<file path="src/rtl/serial_subtractor_if.sv">
// Start/done handshake and operand/result bus for the bit-serial subtractor.
interface serial_subtractor_if #(
  parameter int unsigned WIDTH = 4
);
  logic             start;
  logic [WIDTH-1:0] a;
  logic [WIDTH-1:0] b;
  logic             bin;
  logic             busy;
  logic             done;
  logic [WIDTH-1:0] d;
  logic             bout;

  modport master (output start, a, b, bin, input busy, done, d, bout);
  modport slave  (input start, a, b, bin, output busy, done, d, bout);
endinterface

</file>
<file path="src/rtl/serial_subtractor.sv">
// Bit-serial subtractor: d = a - b - bin, one full-subtractor step per clock, LSB first.
// The minuend register doubles as the result shift register, filled from the MSB side.
module serial_subtractor #(
  parameter int unsigned WIDTH = 4
) (
  input  logic                 clk,
  input  logic                 rst_n,
  serial_subtractor_if.slave   s_if
);

  localparam int unsigned CNT_W = (WIDTH > 2) ? $clog2(WIDTH) : 1;
  localparam logic [CNT_W-1:0] CNT_LAST = CNT_W'(WIDTH - 1);

  typedef enum logic [1:0] {
    S_IDLE = 2'd0,
    S_RUN  = 2'd1,
    S_FIN  = 2'd2
  } state_t;

  state_t           r_state;
  state_t           w_state_nxt;
  logic [WIDTH-1:0] r_a;
  logic [WIDTH-1:0] r_b;
  logic             r_br;
  logic [CNT_W-1:0] r_cnt;
  logic [WIDTH-1:0] r_d;
  logic             r_bout;
  logic             r_busy;
  logic             r_done;

  logic w_load;
  logic w_shift;
  logic w_last;
  logic w_diff;
  logic w_br_nxt;

  // Full-subtractor cell on the current LSBs
  assign w_diff   = r_a[0] ^ r_b[0] ^ r_br;
  assign w_br_nxt = (~r_a[0] & r_b[0]) | (~r_a[0] & r_br) | (r_b[0] & r_br);

  always_ff @(posedge clk or negedge rst_n) begin
    if (!rst_n) begin
      r_state <= S_IDLE;
    end else begin
      r_state <= w_state_nxt;
    end
  end

  always_comb begin
    w_state_nxt = r_state;
    w_load      = 1'b0;
    w_shift     = 1'b0;
    w_last      = 1'b0;
    unique case (r_state)
      S_IDLE: begin
        if (s_if.start) begin
          w_load      = 1'b1;
          w_state_nxt = S_RUN;
        end
      end
      S_RUN: begin
        w_shift = 1'b1;
        if (r_cnt == CNT_LAST) begin
          w_last      = 1'b1;
          w_state_nxt = S_FIN;
        end
      end
      S_FIN: begin
        if (s_if.start) begin
          w_load      = 1'b1;
          w_state_nxt = S_RUN;
        end else begin
          w_state_nxt = S_IDLE;
        end
      end
      default: w_state_nxt = S_IDLE;
    endcase
  end

  always_ff @(posedge clk or negedge rst_n) begin
    if (!rst_n) begin
      r_a    <= '0;
      r_b    <= '0;
      r_br   <= 1'b0;
      r_cnt  <= '0;
      r_d    <= '0;
      r_bout <= 1'b0;
      r_busy <= 1'b0;
      r_done <= 1'b0;
    end else begin
      r_busy <= (w_state_nxt == S_RUN);
      r_done <= (w_state_nxt == S_FIN);
      if (w_load) begin
        r_a   <= s_if.a;
        r_b   <= s_if.b;
        r_br  <= s_if.bin;
        r_cnt <= '0;
      end else if (w_shift) begin
        r_a   <= {w_diff, r_a[WIDTH-1:1]};
        r_b   <= {1'b0, r_b[WIDTH-1:1]};
        r_br  <= w_br_nxt;
        r_cnt <= r_cnt + CNT_W'(1);
      end
      // Result outputs only change when an operation completes
      if (w_last) begin
        r_d    <= {w_diff, r_a[WIDTH-1:1]};
        r_bout <= w_br_nxt;
      end
    end
  end

  assign s_if.busy = r_busy;
  assign s_if.done = r_done;
  assign s_if.d    = r_d;
  assign s_if.bout = r_bout;

endmodule
</file>
<file path="src/flat_wrapper.sv">
// flat-port wrapper written by rule: the top's interface ports become plain ports
module serial_subtractor_flat 
#(
  parameter int unsigned WIDTH = 4
)
  (clk, rst_n, s_if_start, s_if_a, s_if_b, s_if_bin, s_if_busy, s_if_done, s_if_d, s_if_bout);
  serial_subtractor_if #(.WIDTH(WIDTH)) s_if_i ();
  input  logic clk;
  input  logic rst_n;
  input wire logic [$bits(s_if_i.start)-1:0] s_if_start;
  input wire logic [$bits(s_if_i.a)-1:0] s_if_a;
  input wire logic [$bits(s_if_i.b)-1:0] s_if_b;
  input wire logic [$bits(s_if_i.bin)-1:0] s_if_bin;
  output wire logic [$bits(s_if_i.busy)-1:0] s_if_busy;
  output wire logic [$bits(s_if_i.done)-1:0] s_if_done;
  output wire logic [$bits(s_if_i.d)-1:0] s_if_d;
  output wire logic [$bits(s_if_i.bout)-1:0] s_if_bout;
  assign s_if_i.start = s_if_start;
  assign s_if_i.a = s_if_a;
  assign s_if_i.b = s_if_b;
  assign s_if_i.bin = s_if_bin;
  assign s_if_busy = s_if_i.busy;
  assign s_if_done = s_if_i.done;
  assign s_if_d = s_if_i.d;
  assign s_if_bout = s_if_i.bout;
  serial_subtractor #(.WIDTH(WIDTH)) u_core (.clk(clk), .rst_n(rst_n), .s_if(s_if_i));
endmodule
</file>
<file path="config.mk">
export PLATFORM = sky130hd
export DESIGN_NAME = serial_subtractor_flat
export DESIGN_NICKNAME = d
export VERILOG_FILES = /design/src/rtl/serial_subtractor_if.sv /design/src/rtl/serial_subtractor.sv /design/src/flat_wrapper.sv
export SDC_FILE = /design/constraint.sdc
export NUM_CORES = 1
export LEC_CHECK = 0
export ABC_AREA = 1
export BUFFER_PORTS_ARGS = -buffer_cell sky130_fd_sc_hd__buf_2
export CAP_MARGIN = 15
export CORE_ASPECT_RATIO = 0.9
export CORE_MARGIN = 1
export CORE_UTILIZATION = 30
export DETAILED_ROUTE_END_ITERATION = 8
export SYNTH_ARGS = -nofsm -noshare
export SYNTH_HDL_FRONTEND = slang
export SYNTH_SLANG_ARGS = --single-unit
</file>
<file path="constraint.sdc">
create_clock -name clk -period 1.9 [get_ports clk]
set_input_delay 0.38 -clock clk [delete_from_list [all_inputs] [get_ports clk]]
set_output_delay 0.38 -clock clk [all_outputs]
set_load 0.02 [all_outputs]
</file>
Word level (Yosys, flattened, before mapping). Cells that the tools add are included.

Input bits: 12. Word-level logic and storage cells: 43. RAM bits: 0. Memory bits (read-only): 0. Register bits after elaboration: 20. Latch bits: 0. Memories: 0.

Bitwise gates (word level): 8. $lt $le $gt $ge: 0. Shift operators: 0. Multiply operators: 0. Div/mod/pow operators: 0. Reductions and logical operators: 3. Equal/unequal tests: 5. Add/subtract/negate cells: 1. Mux-type cells: 17.

Operators with widths (number): 4-bit two-way mux (4); 1-bit two-way mux (8); 2-bit two-way mux (4); 2-bit equality test, second input constant (3); 2-bit case mux with 3 select lines (1); 2-bit by 1-bit equality test with 1-bit output, second input constant (2); 1-bit AND (3); 2-bit by 1-bit adder with 2-bit output, second input constant (1); 2-bit logical NOT (1); 1-bit OR (2); 2-bit nonzero test (1); 2-bit OR reduction (1); 1-bit XOR (2); 1-bit inverter (1).

Depth between registers and ports, before layout. Gate-level depths: netlist of the first run.

Word-level depth: 6. Depth in mapped cells: 5.

Worst setup path after synthesis of the first run. OpenSTA, ideal clock, no wires.

Path type: flip-flop to flip-flop. Start point: reg u_core.r_br. End point: reg u_core.r_a[3]. Path buffers: 0. Clock period less this slack: 1.182 ns. Stages on the path, launching flop included: 5. Slack: 0.718 ns. Arrival time: 1.058 ns. Path through: dfrtp_1 -> fa_1 -> inv_1 -> nand2_1 -> nand3_1.

Longest elaborated chain between the ends: 3.

RTL lines: start, declared (line serial_subtractor.sv:24) `logic r_br;`; start signal, assigned (line serial_subtractor.sv:96) `r_br <= s_if.bin;`; start signal, assigned (line serial_subtractor.sv:101) `r_br <= w_br_nxt;`; 1-bit XOR (line serial_subtractor.sv:38) `assign w_diff = r_a[0] ^ r_b[0] ^ r_br;`; 4-bit two-way mux (line serial_subtractor.sv:98) `end else if (w_shift) begin`; 4-bit two-way mux (line serial_subtractor.sv:93) `if (w_load) begin`; end signal, assigned (line serial_subtractor.sv:94) `r_a <= s_if.a;`; end signal, assigned (line serial_subtractor.sv:99) `r_a <= {w_diff, r_a[WIDTH-1:1]};`; end, declared (line serial_subtractor.sv:22) `logic [WIDTH-1:0] r_a;`.

No other way between the ends. The select of a mux whose other input is x is not followed. A chain may end at the register's enable or synchronous reset.

Worst setup path after layout of the first run.
Start point: reg u_core.r_d[3] (netlist: u_core.s_if.d[3]). End point: out s_if_d[3].

RTL lines: start, declared (line serial_subtractor.sv:26) `logic [WIDTH-1:0] r_d;`; start signal, assigned (line serial_subtractor.sv:106) `r_d <= {w_diff, r_a[WIDTH-1:1]};`; end, declared (line flat_wrapper.sv:16) `output wire logic [$bits(s_if_i.d)-1:0] s_if_d;`.

No word-level cell between the ends.

==> flow_summary.html, run 1 <==
<table>
<tr><th>Metric</th><th>Value</th></tr>
<tr><th colspan="2">Finish</th></tr>
<tr><td>Number of standard cells in the final layout excluding fillers</td><td>roughly 160</td></tr>
<tr><td>Number of nets in the final layout</td><td>135</td></tr>
<tr><td>Share of final-layout standard cells stronger than drive strength 1</td><td>0.235</td></tr>
<tr><td>Ant. Diodes</td><td>0</td></tr>
<tr><td>Layout-stage area growth over the synthesis result</td><td>15.7%</td></tr>
<tr><td>Final standard cell area without fillers</td><td>between 0.001 and 0.0015 mm^2</td></tr>
<tr><td>Fin util</td><td>0.370</td></tr>
<tr><th colspan="2">Critical path</th></tr>
<tr><td>Data arrival time of the critical path</td><td>between 0.8 and 0.9 ns</td></tr>
<tr><td>Critical path start-end classification</td><td>reg2out</td></tr>
<tr><td>Data required time of the worst path</td><td>about 1.5 ns</td></tr>
<tr><td>CP cell instances</td><td>buf_2</td></tr>
<tr><td>Kind of end point of the critical path</td><td>primary output</td></tr>
<tr><td>Number of buffer and inverter stages on the critical path</td><td>1</td></tr>
<tr><td>Startpoint Class</td><td>register</td></tr>
<tr><td>Cell family with the largest share of critical-path delay</td><td>flip-flops</td></tr>
<tr><td>Slowest library cell on the worst path</td><td>sky130_fd_sc_hd__dfrtp_1</td></tr>
<tr><td>Worst-path fanout max</td><td>2</td></tr>
<tr><td>Largest incremental delay on the critical path</td><td>between 0.3 and 0.4 ns</td></tr>
<tr><th colspan="2">Yosys</th></tr>
<tr><td>Top cell types by occurrence after synthesis</td><td>sky130_fd_sc_hd__nand2_1 (39), sky130_fd_sc_hd__dfrtp_1 (20), sky130_fd_sc_hd__nand3_1 (19), sky130_fd_sc_hd__inv_1 (7), sky130_fd_sc_hd__nand2_2 (3)</td></tr>
<tr><td>Main combinational cell family by area after synthesis</td><td>simple AND/OR/NAND/NOR gates</td></tr>
<tr><td>Share of async-settable or async-resettable flops after synthesis</td><td>1.00</td></tr>
<tr><td>Xor-xnor portion of the synthesized cell area</td><td>0</td></tr>
<tr><td>Portion of the post-synthesis area used by sequential elements</td><td>0.560</td></tr>
<tr><td>Share of the synthesized area in the top cell type</td><td>0.560</td></tr>
<tr><td>Most numerous cell in the Yosys netlist</td><td>sky130_fd_sc_hd__nand2_1</td></tr>
<tr><td>Net count of the mapped netlist</td><td>114</td></tr>
<tr><td>Number of enable-type register cells in the synthesized netlist</td><td>0</td></tr>
<tr><td>Synth Instances</td><td>100</td></tr>
<tr><td>FF+latch count, synth</td><td>20</td></tr>
<tr><td>Primary FF master, synth</td><td>sky130_fd_sc_hd__dfrtp_1</td></tr>
<tr><td>Yosys warning total</td><td>0</td></tr>
<tr><td>Share of synthesized cell area in full adder, half adder and majority cells</td><td>0.0364</td></tr>
<tr><td>Share of synthesized area spent on multiplexers</td><td>0</td></tr>
<tr><td>Cell types occupying the most area after synthesis</td><td>sky130_fd_sc_hd__dfrtp_1 (56%), sky130_fd_sc_hd__nand2_1 (16%), sky130_fd_sc_hd__nand3_1 (11%)</td></tr>
<tr><td>Post-synthesis cell area</td><td>around 890 um^2</td></tr>
<tr><td>Post-synthesis share of cell area spent on and, or, nand and nor gates</td><td>0.328</td></tr>
<tr><td>Mean Syn Cell Area</td><td>approximately 8.9 um^2</td></tr>
<tr><td>Post-synthesis compound-gate area fraction</td><td>0.0168</td></tr>
<tr><td>Post-synthesis cell type count</td><td>14</td></tr>
<tr><td>Largest area contributor in the netlist</td><td>sky130_fd_sc_hd__dfrtp_1</td></tr>
<tr><th colspan="2">Routing</th></tr>
<tr><td>Count of vias placed by the detailed router</td><td>689</td></tr>
<tr><td>Antenna-violating nets left</td><td>0</td></tr>
<tr><td>Pre-antenna DRT Iters</td><td>4</td></tr>
<tr><td>Remaining design rule violation count</td><td>0</td></tr>
<tr><td>Wire per inst</td><td>roughly 10 um</td></tr>
<tr><td>Detailed Route Iter0 Violations</td><td>43</td></tr>
<tr><td>Aggregate routed wire length</td><td>approximately 1600 um</td></tr>
<tr><td>Avg Vias per Cell</td><td>~4.3</td></tr>
<tr><th colspan="2">Power</th></tr>
<tr><td>PwrDens</td><td>between 1500 and 2000 mW/mm^2</td></tr>
<tr><td>Overall power after layout</td><td>around 1.7 mW</td></tr>
<tr><td>IR drop worst, VDD</td><td>~510 uV</td></tr>
<tr><td>Static Leak</td><td>between 0.5 and 0.6 nW</td></tr>
<tr><th colspan="2">Placed design</th></tr>
<tr><td>Placer congestion estimate</td><td>approximately 0.75</td></tr>
<tr><td># port buffers</td><td>18</td></tr>
<tr><td>Placement-stage worst setup slack</td><td>~0.70 ns</td></tr>
<tr><td>Number of placed cells counting well taps</td><td>roughly 160</td></tr>
<tr><td>Detailed placement HPWL</td><td>1170 um</td></tr>
<tr><td>Dpl cell area</td><td>between 0.001 and 0.0015 mm^2</td></tr>
<tr><th colspan="2">Hold path</th></tr>
<tr><td>Hold/Removal Path Class</td><td>in2async</td></tr>
<tr><th colspan="2">Clock tree</th></tr>
<tr><td>Buffers inserted during post-CTS setup optimization</td><td>0</td></tr>
<tr><td>Clock-pin slew of the registers on the worst-case setup and hold paths</td><td>around 0.1 ns</td></tr>
<tr><td>Clock tree from TritonCTS</td><td>yes</td></tr>
<tr><td>Total number of clock tree sinks</td><td>20</td></tr>
<tr><td>Maximum number of buffers from clock root to sink</td><td>2</td></tr>
<tr><td>Clock buffer count from CTS</td><td>3</td></tr>
<tr><td>PostCTS Resize Cnt</td><td>0</td></tr>
<tr><td>CTS H-tree lvls</td><td>1</td></tr>
<tr><td>CTS Root Cell</td><td>sky130_fd_sc_hd__clkbuf_4</td></tr>
<tr><td>Clock insertion delay at the later pin of the skew report</td><td>approximately 0.30 ns</td></tr>
<tr><td>Number of buffers added to fix hold violations after cts</td><td>0</td></tr>
<tr><th colspan="2">Timing</th></tr>
<tr><td>Skew final</td><td>between 0.004 and 0.005 ns</td></tr>
<tr><td>Upper clock frequency limit</td><td>approximately 820 MHz</td></tr>
<tr><td>Post-route worst hold slack</td><td>slightly below 0.01 ns</td></tr>
<tr><td>Setup-violating endpoint count in the final report</td><td>0</td></tr>
<tr><td>Transition time at the pin with the least slew margin</td><td>~0.44 ns</td></tr>
<tr><td>Final worst slack</td><td>a little under 0.7 ns</td></tr>
<tr><td>Max-slew headroom</td><td>0.707</td></tr>
<tr><td>Total count of max-transition violations in the final report</td><td>0</td></tr>
<tr><td>Total negative setup slack</td><td>0 ns</td></tr>
<tr><td>Min Tclk post-route</td><td>about 1.2 ns</td></tr>
<tr><td>Endpoints failing hold</td><td>0</td></tr>
<tr><td>Final cycle utilization of the critical path</td><td>0.642</td></tr>
<tr><td>RSZ-0062 raised after global routing</td><td>false</td></tr>
<tr><th colspan="2">Run</th></tr>
<tr><td>Reported max-cap violation count</td><td>0</td></tr>
<tr><th colspan="2">Die</th></tr>
<tr><td>Initial core utilization</td><td>0.320</td></tr>
<tr><td>Ports</td><td>19</td></tr>
<tr><td>Placeable Area</td><td>0.00279 mm^2</td></tr>
<tr><td>Total Die Area</td><td>~0.0032 mm^2</td></tr>
<tr><td>Horizontal extent of the die</td><td>59.5 um</td></tr>
<tr><td>Site row count</td><td>18</td></tr>
<tr><td>Die height</td><td>53.8 um</td></tr>
<tr><th colspan="2">GRT</th></tr>
<tr><td>Via count of the first global-routing pass</td><td>between 600 and 700</td></tr>
<tr><td>Overflow left after global routing</td><td>0</td></tr>
<tr><td>Maximum number of pins on one net before global-route repair</td><td>21</td></tr>
<tr><td>Antenna violations before repair</td><td>0</td></tr>
<tr><td>Total routing usage reported by global routing</td><td>0.130</td></tr>
<tr><td>Global-route wire length before repair</td><td>around 2900 um</td></tr>
<tr><th colspan="2">Run status</th></tr>
<tr><td>Run status</td><td>complete, no violations</td></tr>
</table>
## layout make-up
class                      instances  area (um^2)
clock buffer                       3         22.5
fill                             306         1760
inverter                           8         30.0
multi-input combinational         70          340
sequential                        20          500
tap                               40         50.0
timing repair buffer              18         90.1
## routing by layer
layer | wire, um | global-route usage | up-vias
met1 | 786 | 0.155 | 315
met3 | 89 | 0.0505 | 2
li1 | - | - | 354
met4 | 27 | 0.0581 | 0
met5 | 0 | 0 | -
met2 | 716 | 0.210 | 18
## cells by family after synthesis
| kind of cell | Yosys count |
|---|---|
| AND/OR/NAND/NOR | 65 |
| AO/OA/AOI/OAI | 3 |
| buffers and inverters | 10 |
| adder cells (fa/ha/maj) | 2 |
| flip-flops | 20 |
## registers in the layout, summed over array words and instances (netlist names)
name              flops
u_core.s_if.busy      1
u_core.r_b            4
u_core.r_a            4
u_core.r_br           1
u_core.r_state        2
u_core.s_if.done      1
u_core.s_if.d         4
u_core.r_cnt          2
u_core.s_if.bout      1
## final timing paths
check                                                  start  slack, ns                            to  cells after the start
worst max register to register       u_core.r_br$_DFFE_PN0P_       0.68     u_core.r_a[3]$_DFFE_PN0P_                      4
worst min-delay path                                   rst_n       0.01     u_core.r_a[2]$_DFFE_PN0P_                      1
max in group asynchronous                              rst_n       1.59    u_core.s_if.busy$_DFF_PN0_                      1
min in group clk                                   s_if_b[3]       0.28     u_core.r_b[3]$_DFFE_PN0P_                      3
worst min register to register  u_core.s_if.d[2]$_DFFE_PN0P_       0.47  u_core.s_if.d[2]$_DFFE_PN0P_                      2
worst max-delay path            u_core.s_if.d[3]$_DFFE_PN0P_       0.68                     s_if_d[3]                      1
## power breakdown
part	switching (mW)	total (mW)	internal [mW]	leakage (nW)
clock network	0.119	0.193	0.0739	0.0138
registers	0.130	0.763	0.632	0.246
logic	0.498	0.772	0.273	0.287
## layout by cell type, fill, tap and decap left out, drive strengths merged
master | netlist | final
nand2 | 42 | 42
dfrtp | 20 | 20
nand3 | 19 | 19
buf | 2 | 18
inv | 8 | 8
nor2 | 4 | 4
clkbuf | 0 | 3
o21ai | 3 | 3
fa | 1 | 1
ha | 1 | 1
(Power assumes the default switching activity.)
==> run 2: changes to the inputs <==
ABC_AREA = 0   (was 1)
clock period = 1 ns   (was 1.9 ns; I/O delays follow)
==> flow_summary.html, run 2 <==
<table>
<tr><th>Metric</th><th>Value</th></tr>
<tr><th colspan="2">GRT</th></tr>
<tr><td>Total routing usage reported by global routing</td><td>0.142</td></tr>
<tr><td>Overflow left after global routing</td><td>0</td></tr>
<tr><td>Global-route wire length before repair</td><td>between 3000 and 4000 um</td></tr>
<tr><td>Antenna violations before repair</td><td>0</td></tr>
<tr><td>Via count of the first global-routing pass</td><td>760</td></tr>
<tr><td>Maximum number of pins on one net before global-route repair</td><td>21</td></tr>
<tr><th colspan="2">Timing</th></tr>
<tr><td>Setup-violating endpoint count in the final report</td><td>24</td></tr>
<tr><td>Final worst slack</td><td>-0.327 ns</td></tr>
<tr><td>Final cycle utilization of the critical path</td><td>1.33</td></tr>
<tr><td>Endpoints failing hold</td><td>0</td></tr>
<tr><td>RSZ-0062 raised after global routing</td><td>true</td></tr>
<tr><td>Min Tclk post-route</td><td>around 1.3 ns</td></tr>
<tr><td>Skew final</td><td>roughly 0.0064 ns</td></tr>
<tr><td>Upper clock frequency limit</td><td>about 750 MHz</td></tr>
<tr><td>Total count of max-transition violations in the final report</td><td>0</td></tr>
<tr><td>Max-slew headroom</td><td>0.700</td></tr>
<tr><td>Transition time at the pin with the least slew margin</td><td>around 0.45 ns</td></tr>
<tr><th colspan="2">Power</th></tr>
<tr><td>Switching fraction of total power</td><td>0.341</td></tr>
<tr><td>Comb pwr share</td><td>0.535</td></tr>
<tr><td>PwrDens</td><td>~3400 mW/mm^2</td></tr>
<tr><td>Total internal power</td><td>between 3 and 4 mW</td></tr>
<tr><td>Clock network power share</td><td>0.146</td></tr>
<tr><td>IR drop worst, VDD</td><td>between 1500 and 2000 uV</td></tr>
<tr><td>Static Leak</td><td>0.664 nW</td></tr>
<tr><td>Sequential group share of total power</td><td>0.319</td></tr>
<tr><td>Sw power</td><td>between 1.5 and 2 mW</td></tr>
<tr><th colspan="2">Yosys</th></tr>
<tr><td>Xor-xnor portion of the synthesized cell area</td><td>0.00925</td></tr>
<tr><td>Mean Syn Cell Area</td><td>12.0 um^2</td></tr>
<tr><td>Most numerous cell in the Yosys netlist</td><td>sky130_fd_sc_hd__dfrtp_1</td></tr>
<tr><td>Primary FF master, synth</td><td>sky130_fd_sc_hd__dfrtp_1</td></tr>
<tr><td>Cell types occupying the most area after synthesis</td><td>sky130_fd_sc_hd__dfrtp_1 (53%), sky130_fd_sc_hd__mux2i_1 (7.4%), sky130_fd_sc_hd__a211oi_1 (4.8%)</td></tr>
<tr><td>Post-synthesis share of cell area spent on and, or, nand and nor gates</td><td>0.0885</td></tr>
<tr><td>Largest area contributor in the netlist</td><td>sky130_fd_sc_hd__dfrtp_1</td></tr>
<tr><td>Post-synthesis cell area</td><td>roughly 950 um^2</td></tr>
<tr><td>Share of synthesized area spent on multiplexers</td><td>0.137</td></tr>
<tr><td>Post-synthesis compound-gate area fraction</td><td>0.145</td></tr>
<tr><td>Share of the synthesized area in the top cell type</td><td>0.528</td></tr>
<tr><td>Portion of the post-synthesis area used by sequential elements</td><td>0.528</td></tr>
<tr><td>FF+latch count, synth</td><td>20</td></tr>
<tr><td>Main combinational cell family by area after synthesis</td><td>compound AO/OA/AOI/OAI gates</td></tr>
<tr><td>Share of async-settable or async-resettable flops after synthesis</td><td>1.00</td></tr>
<tr><td>Synth Instances</td><td>a little under 80</td></tr>
<tr><td>Share of synthesized cell area in full adder, half adder and majority cells</td><td>0.0343</td></tr>
<tr><td>Number of enable-type register cells in the synthesized netlist</td><td>0</td></tr>
<tr><td>Top cell types by occurrence after synthesis</td><td>sky130_fd_sc_hd__dfrtp_1 (20), sky130_fd_sc_hd__mux2i_1 (7)</td></tr>
<tr><td>Post-synthesis cell type count</td><td>24</td></tr>
<tr><td>Yosys warning total</td><td>0</td></tr>
<tr><td>Net count of the mapped netlist</td><td>93</td></tr>
<tr><th colspan="2">Routing</th></tr>
<tr><td>Aggregate routed wire length</td><td>roughly 2000 um</td></tr>
<tr><td>Wire per inst</td><td>around 13 um</td></tr>
<tr><td>Avg Vias per Cell</td><td>between 4 and 5</td></tr>
<tr><td>Detailed Route Iter0 Violations</td><td>8</td></tr>
<tr><td>Pre-antenna DRT Iters</td><td>4</td></tr>
<tr><td>Remaining design rule violation count</td><td>0</td></tr>
<tr><td>Count of vias placed by the detailed router</td><td>about 730</td></tr>
<tr><td>Antenna-violating nets left</td><td>0</td></tr>
<tr><th colspan="2">Hold path</th></tr>
<tr><td>Number of stages on the worst hold path</td><td>3</td></tr>
<tr><td>Hold/Removal Path Class</td><td>in2reg</td></tr>
<tr><th colspan="2">Finish</th></tr>
<tr><td>Commonest non-fill, non-tap cells in the layout</td><td>sky130_fd_sc_hd__dfrtp_1 (20), sky130_fd_sc_hd__buf_4 (15), sky130_fd_sc_hd__buf_6 (13)</td></tr>
<tr><td>Number of nets in the final layout</td><td>around 130</td></tr>
<tr><td>Commonest non-fill, non-tap cell in the layout</td><td>sky130_fd_sc_hd__dfrtp_1</td></tr>
<tr><td>Reg area</td><td>500 um^2</td></tr>
<tr><td>Multi-input gate area</td><td>about 430 um^2</td></tr>
<tr><td>Ant. Diodes</td><td>0</td></tr>
<tr><td>Layout-stage area growth over the synthesis result</td><td>45.3%</td></tr>
<tr><td>Share of final-layout standard cells stronger than drive strength 1</td><td>0.445</td></tr>
<tr><td>Fill cells</td><td>roughly 270</td></tr>
<tr><td>Number of standard cells in the final layout excluding fillers</td><td>about 160</td></tr>
<tr><th colspan="2">Clock tree</th></tr>
<tr><td>Clock insertion delay at the later pin of the skew report</td><td>0.32 ns</td></tr>
<tr><td>Maximum number of buffers from clock root to sink</td><td>2</td></tr>
<tr><td>Total number of clock tree sinks</td><td>20</td></tr>
<tr><td>Clock buffer count from CTS</td><td>3</td></tr>
<tr><td>Clock-pin slew of the registers on the worst-case setup and hold paths</td><td>roughly 0.13 ns</td></tr>
<tr><td>CTS Root Cell</td><td>sky130_fd_sc_hd__clkbuf_4</td></tr>
<tr><td>Clock tree from TritonCTS</td><td>yes</td></tr>
<tr><td>CTS H-tree lvls</td><td>1</td></tr>
<tr><th colspan="2">Critical path</th></tr>
<tr><td>Kind of end point of the critical path</td><td>register</td></tr>
<tr><td>Startpoint Class</td><td>register</td></tr>
<tr><td>Data required time of the worst path</td><td>approximately 1.2 ns</td></tr>
<tr><td>Critical path start-end classification</td><td>reg2reg</td></tr>
<tr><td>Depth of the worst register-to-register path</td><td>5</td></tr>
<tr><td>Data arrival time of the critical path</td><td>~1.6 ns</td></tr>
<tr><td>Worst-path fanout max</td><td>2</td></tr>
<tr><th colspan="2">Placed design</th></tr>
<tr><td>Placer congestion estimate</td><td>0.705</td></tr>
<tr><td>Number of placed cells counting well taps</td><td>around 150</td></tr>
<tr><td>Detailed placement HPWL</td><td>1300 um</td></tr>
<tr><td># port buffers</td><td>18</td></tr>
<tr><td>Placement-stage worst setup slack</td><td>-0.324 ns</td></tr>
<tr><th colspan="2">Die</th></tr>
<tr><td>Site row count</td><td>18</td></tr>
<tr><td>Die height</td><td>between 50 and 60 um</td></tr>
<tr><td>Initial core utilization</td><td>0.331</td></tr>
<tr><td>Total Die Area</td><td>about 0.0034 mm^2</td></tr>
<tr><td>Placeable Area</td><td>0.00286 mm^2</td></tr>
<tr><td>Ports</td><td>19</td></tr>
<tr><td>Horizontal extent of the die</td><td>around 61 um</td></tr>
<tr><th colspan="2">Run status</th></tr>
<tr><td>Failing checks</td><td>negative setup slack</td></tr>
<tr><td>Run status</td><td>finished, violations left</td></tr>
<tr><th colspan="2">Run</th></tr>
<tr><td>Reported max-cap violation count</td><td>0</td></tr>
</table>
run 2: cell types whose count changed in the layout (fill, tap and decap cells not counted), sizes merged, moves of 5 or more:
cell,previous run,this run
nand3,19,1
mux2,0,5
mux2i,0,7
a21oi,0,6
a211oi,0,6
nand2,42,1
buf,18,39
nor2b,0,6
run 2: worst paths after layout:
kind | from | end | slack [ns]
hold / removal | s_if_b[2] | u_core.r_b[2]$_DFFE_PN0P_ | 0.14
setup reg to reg | u_core.r_a[0]$_DFFE_PN0P_ | u_core.r_a[3]$_DFFE_PN0P_ | -0.33
setup / recovery | u_core.r_a[0]$_DFFE_PN0P_ | u_core.r_a[3]$_DFFE_PN0P_ | -0.33
min in group asynchronous | rst_n | u_core.s_if.done$_DFF_PN0_ | 0.34
hold reg to reg | u_core.r_b[2]$_DFFE_PN0P_ | u_core.r_b[2]$_DFFE_PN0P_ | 0.54
max in group asynchronous | rst_n | u_core.s_if.d[0]$_DFFE_PN0P_ | 0.35
run 2: timing repair:
action | in CTS | in global routing
hold buffers | 1 | 0
gates resized for setup | 22 | 3
pin swaps | 7 | 2
setup buffers | 8 | 2
endpoints found under the setup margin | 21 | 24
endpoints found under the hold margin | 20 | 0
run 2: cell type report:
class                      instances  area share
timing repair buffer              40       0.235
clock buffer                       3      0.0164
multi-input combinational         49       0.310
inverter                           6      0.0164
sequential                        20       0.364
tap                               40      0.0364
clock inverter                     1      0.0218
run 2: routing by layer:
metal	track usage	wire length (um)
met5	0	0
met4	0.0974	76
met3	0.0445	82
met2	0.219	973
met1	0.162	888
run 2: cell families (layout without fill, tap and decap cells):
group,count (synthesis),count (layout)
AO/OA/AOI/OAI,22,22
flip-flops,20,20
multiplexers,12,12
AND/OR/NAND/NOR,12,12
buffers and inverters,10,50
adder cells (fa/ha/maj),2,2
XOR/XNOR,1,1
run 2: worst max-delay path, stage by stage (launching register included):
cell and delay (ns):
sky130_fd_sc_hd__dfrtp_1 0.38, sky130_fd_sc_hd__inv_2 0.05, sky130_fd_sc_hd__fa_2 0.57, sky130_fd_sc_hd__inv_1 0.04, sky130_fd_sc_hd__mux2i_1 0.12, sky130_fd_sc_hd__a21oi_1 0.08
run 2: stage by stage:
stage	utilization	total power [mW]	hold WS, ns	TNS, ns	area, um^2
floorplan	-	2.79	-0.0956	-1.41	971
global placement	0.409	3.35	0.171	-1.59	1170
detailed placement	0.409	3.43	0.173	-1.79	1170
CTS	0.472	4.61	0.146	-2.60	1350
global route	0.481	5.08	0.151	-3.80	1380
finish	0.481	4.72	0.144	-2.54	1380
run 2: power groups by stage:
stage,Clock [mW],Combinational (mW),Sequential (mW)
2_1_floorplan,0,1.19,1.60
3_3_place_gp,0,1.88,1.47
3_5_place_dp,0,1.94,1.49
4_1_cts,0.690,2.43,1.50
5_1_grt,0.732,2.79,1.56
6_report,0.690,2.52,1.51
==> run 3: changes to the inputs <==
CORE_UTILIZATION = 40   (was 30)
==> flow_summary.html, run 3 (synthesis results as in run 2) <==
<table>
<tr><th>Metric</th><th>Value</th></tr>
<tr><th colspan="2">Run status</th></tr>
<tr><td>Run status</td><td>finished, violations left</td></tr>
<tr><td>Failing checks</td><td>negative setup slack</td></tr>
<tr><th colspan="2">Timing</th></tr>
<tr><td>RSZ-0062 raised after global routing</td><td>true</td></tr>
<tr><td>Upper clock frequency limit</td><td>around 770 MHz</td></tr>
<tr><td>Endpoints failing hold</td><td>0</td></tr>
<tr><td>Setup-violating endpoint count in the final report</td><td>24</td></tr>
<tr><td>Min Tclk post-route</td><td>between 1 and 1.5 ns</td></tr>
<tr><td>Skew final</td><td>0.0113 ns</td></tr>
<tr><td>Final cycle utilization of the critical path</td><td>1.30</td></tr>
<tr><td>Final worst slack</td><td>-0.296 ns</td></tr>
<tr><td>Max-slew headroom</td><td>0.701</td></tr>
<tr><td>Total count of max-transition violations in the final report</td><td>0</td></tr>
<tr><td>Transition time at the pin with the least slew margin</td><td>roughly 0.45 ns</td></tr>
<tr><th colspan="2">Critical path</th></tr>
<tr><td>Depth of the worst register-to-register path</td><td>4</td></tr>
<tr><td>Data required time of the worst path</td><td>1.21 ns</td></tr>
<tr><td>CP cell instances</td><td>fa_1 -&gt; inv_1 -&gt; mux2i_1 -&gt; a21oi_1</td></tr>
<tr><td>Critical path depth</td><td>4</td></tr>
<tr><td>Number of buffer and inverter stages on the critical path</td><td>1</td></tr>
<tr><td>Start point of the critical path</td><td>u_core.r_br$_DFFE_PN0P_</td></tr>
<tr><td>Worst-path fanout max</td><td>2</td></tr>
<tr><td>Slowest library cell on the worst path</td><td>sky130_fd_sc_hd__fa_1</td></tr>
<tr><td>Largest incremental delay on the critical path</td><td>around 0.55 ns</td></tr>
<tr><td>Worst reg2reg path startpoint</td><td>u_core.r_br$_DFFE_PN0P_</td></tr>
<tr><td>Data arrival time of the critical path</td><td>1.51 ns</td></tr>
<tr><td>Critical path start-end classification</td><td>reg2reg</td></tr>
<tr><td>Startpoint Class</td><td>register</td></tr>
<tr><td>Kind of end point of the critical path</td><td>register</td></tr>
<tr><td>Cell family with the largest share of critical-path delay</td><td>adder cells</td></tr>
<tr><th colspan="2">Die</th></tr>
<tr><td>Site row count</td><td>16</td></tr>
<tr><td>Die height</td><td>approximately 48 um</td></tr>
<tr><td>Ports</td><td>19</td></tr>
<tr><td>Horizontal extent of the die</td><td>around 53 um</td></tr>
<tr><td>Placeable Area</td><td>0.00220 mm^2</td></tr>
<tr><td>Initial core utilization</td><td>0.430</td></tr>
<tr><td>Total Die Area</td><td>between 0.002 and 0.003 mm^2</td></tr>
<tr><th colspan="2">Placed design</th></tr>
<tr><td>Placement-stage worst setup slack</td><td>-0.311 ns</td></tr>
<tr><td>Detailed placement HPWL</td><td>between 1000 and 1500 um</td></tr>
<tr><td>Number of placed cells counting well taps</td><td>132</td></tr>
<tr><td># port buffers</td><td>18</td></tr>
<tr><td>Placer congestion estimate</td><td>between 0.7 and 0.8</td></tr>
<tr><td>Dpl cell area</td><td>0.00115 mm^2</td></tr>
<tr><th colspan="2">Routing</th></tr>
<tr><td>Pre-antenna DRT Iters</td><td>4</td></tr>
<tr><td>Remaining design rule violation count</td><td>0</td></tr>
<tr><td>Antenna-violating nets left</td><td>0</td></tr>
<tr><td>Aggregate routed wire length</td><td>1830 um</td></tr>
<tr><td>Avg Vias per Cell</td><td>between 4 and 5</td></tr>
<tr><td>Count of vias placed by the detailed router</td><td>just over 700</td></tr>
<tr><td>Wire per inst</td><td>approximately 13 um</td></tr>
<tr><td>Detailed Route Iter0 Violations</td><td>3</td></tr>
<tr><th colspan="2">Power</th></tr>
<tr><td>IR drop worst, VDD</td><td>2140 uV</td></tr>
<tr><td>Sw power</td><td>roughly 1.6 mW</td></tr>
<tr><td>Sequential group share of total power</td><td>0.326</td></tr>
<tr><td>Comb pwr share</td><td>0.529</td></tr>
<tr><td>Static Leak</td><td>between 0.6 and 0.7 nW</td></tr>
<tr><td>Total internal power</td><td>approximately 3.1 mW</td></tr>
<tr><td>PwrDens</td><td>approximately 3400 mW/mm^2</td></tr>
<tr><td>Clock network power share</td><td>0.144</td></tr>
<tr><td>Switching fraction of total power</td><td>0.338</td></tr>
<tr><td>Overall power after layout</td><td>about 4.6 mW</td></tr>
<tr><th colspan="2">Clock tree</th></tr>
<tr><td>CTS Root Cell</td><td>sky130_fd_sc_hd__clkbuf_4</td></tr>
<tr><td>Clock insertion delay at the later pin of the skew report</td><td>~0.31 ns</td></tr>
<tr><td>Total number of clock tree sinks</td><td>20</td></tr>
<tr><td>Clock-pin slew of the registers on the worst-case setup and hold paths</td><td>0.12 ns</td></tr>
<tr><td>CTS H-tree lvls</td><td>1</td></tr>
<tr><td>Maximum number of buffers from clock root to sink</td><td>2</td></tr>
<tr><td>Clock buffer count from CTS</td><td>3</td></tr>
<tr><td>Clock tree from TritonCTS</td><td>yes</td></tr>
<tr><th colspan="2">Finish</th></tr>
<tr><td>Final standard cell area without fillers</td><td>0.00136 mm^2</td></tr>
<tr><td>Commonest non-fill, non-tap cell in the layout</td><td>sky130_fd_sc_hd__dfrtp_1</td></tr>
<tr><td>Layout-stage area growth over the synthesis result</td><td>44.0%</td></tr>
<tr><td>Share of final-layout standard cells stronger than drive strength 1</td><td>0.483</td></tr>
<tr><td>Commonest non-fill, non-tap cells in the layout</td><td>sky130_fd_sc_hd__dfrtp_1 (20), sky130_fd_sc_hd__buf_4 (16), sky130_fd_sc_hd__buf_2 (11), sky130_fd_sc_hd__buf_6 (11), sky130_fd_sc_hd__mux2i_1 (7)</td></tr>
<tr><td>Fin util</td><td>0.619</td></tr>
<tr><td>Number of standard cells in the final layout excluding fillers</td><td>between 100 and 150</td></tr>
<tr><td>Ant. Diodes</td><td>0</td></tr>
<tr><td>Number of nets in the final layout</td><td>~130</td></tr>
<tr><th colspan="2">GRT</th></tr>
<tr><td>Total routing usage reported by global routing</td><td>0.161</td></tr>
<tr><td>Via count of the first global-routing pass</td><td>around 590</td></tr>
<tr><td>Maximum number of pins on one net before global-route repair</td><td>21</td></tr>
<tr><td>Antenna violations before repair</td><td>0</td></tr>
<tr><td>Overflow left after global routing</td><td>0</td></tr>
<tr><td>Global-route wire length before repair</td><td>roughly 2800 um</td></tr>
<tr><th colspan="2">Hold path</th></tr>
<tr><td>Number of stages on the worst hold path</td><td>3</td></tr>
<tr><td>Startpoint of the tightest hold check path</td><td>s_if_b[2]</td></tr>
<tr><td>Hold/Removal Path Class</td><td>in2reg</td></tr>
<tr><th colspan="2">Run</th></tr>
<tr><td>Reported max-cap violation count</td><td>0</td></tr>
</table>
## run 3: power by group through the flow
stage                     Clock (mW)  Combinational (mW)  Sequential [mW]
after detailed placement           0                1.92             1.49
after global placement             0                1.89             1.48
after global routing           0.715                2.69             1.57
after floorplan                    0                1.19             1.60
final                          0.668                2.45             1.51
after CTS                      0.686                2.33             1.52
## run 3: per-layer routing
layer,track usage,vias to the layer above,part of all wire
li1,-,357,-
met1,0.211,335,0.48
met2,0.240,14,0.46
met3,0.0561,5,0.040
met4,0.0789,0,0.021
met5,0,-,0
## run 3: final timing paths
path / slack, ns / endpoint
max in group asynchronous: 0.33 / u_core.r_br$_DFFE_PN0P_
worst min-delay path: 0.14 / u_core.r_b[2]$_DFFE_PN0P_
worst max-delay path: -0.30 / u_core.r_a[3]$_DFFE_PN0P_
worst min register to register: 0.54 / u_core.s_if.d[0]$_DFFE_PN0P_
min in group asynchronous: 0.34 / u_core.r_b[2]$_DFFE_PN0P_
worst max register to register: -0.30 / u_core.r_a[3]$_DFFE_PN0P_
## run 3: tightest hold or removal path: stages
cell and delay (ns):
sky130_fd_sc_hd__buf_2 0.10, sky130_fd_sc_hd__o22ai_2 0.08, sky130_fd_sc_hd__a31oi_1 0.05
## run 3: repair_timing
| action | CTS | global route |
|---|---|---|
| setup buffers | 4 | 5 |
| endpoints found under the setup margin | 25 | 25 |
| hold buffers | 1 | 0 |
| gates resized for setup | 25 | 3 |
| gates cloned | 0 | 0 |
| endpoints found under the hold margin | 20 | 0 |
| pin swaps | 2 | 3 |
## run 3: cell type report
class | instances | area [um^2]
clock buffer | 3 | 22.5
clock inverter | 1 | 30.0
fill | 187 | 838
inverter | 6 | 22.5
multi-input combinational | 49 | 445
sequential | 20 | 500
tap | 27 | 33.8
timing repair buffer | 39 | 309
## run 3: per-stage QoR
step | TNS [ns] | hold slack (ns)
2_1_floorplan | -1.41 | -0.0956
3_3_place_gp | -1.56 | 0.174
3_5_place_dp | -1.78 | 0.176
4_1_cts | -2.48 | 0.136
5_1_grt | -3.56 | 0.131
6_report | -2.35 | 0.144
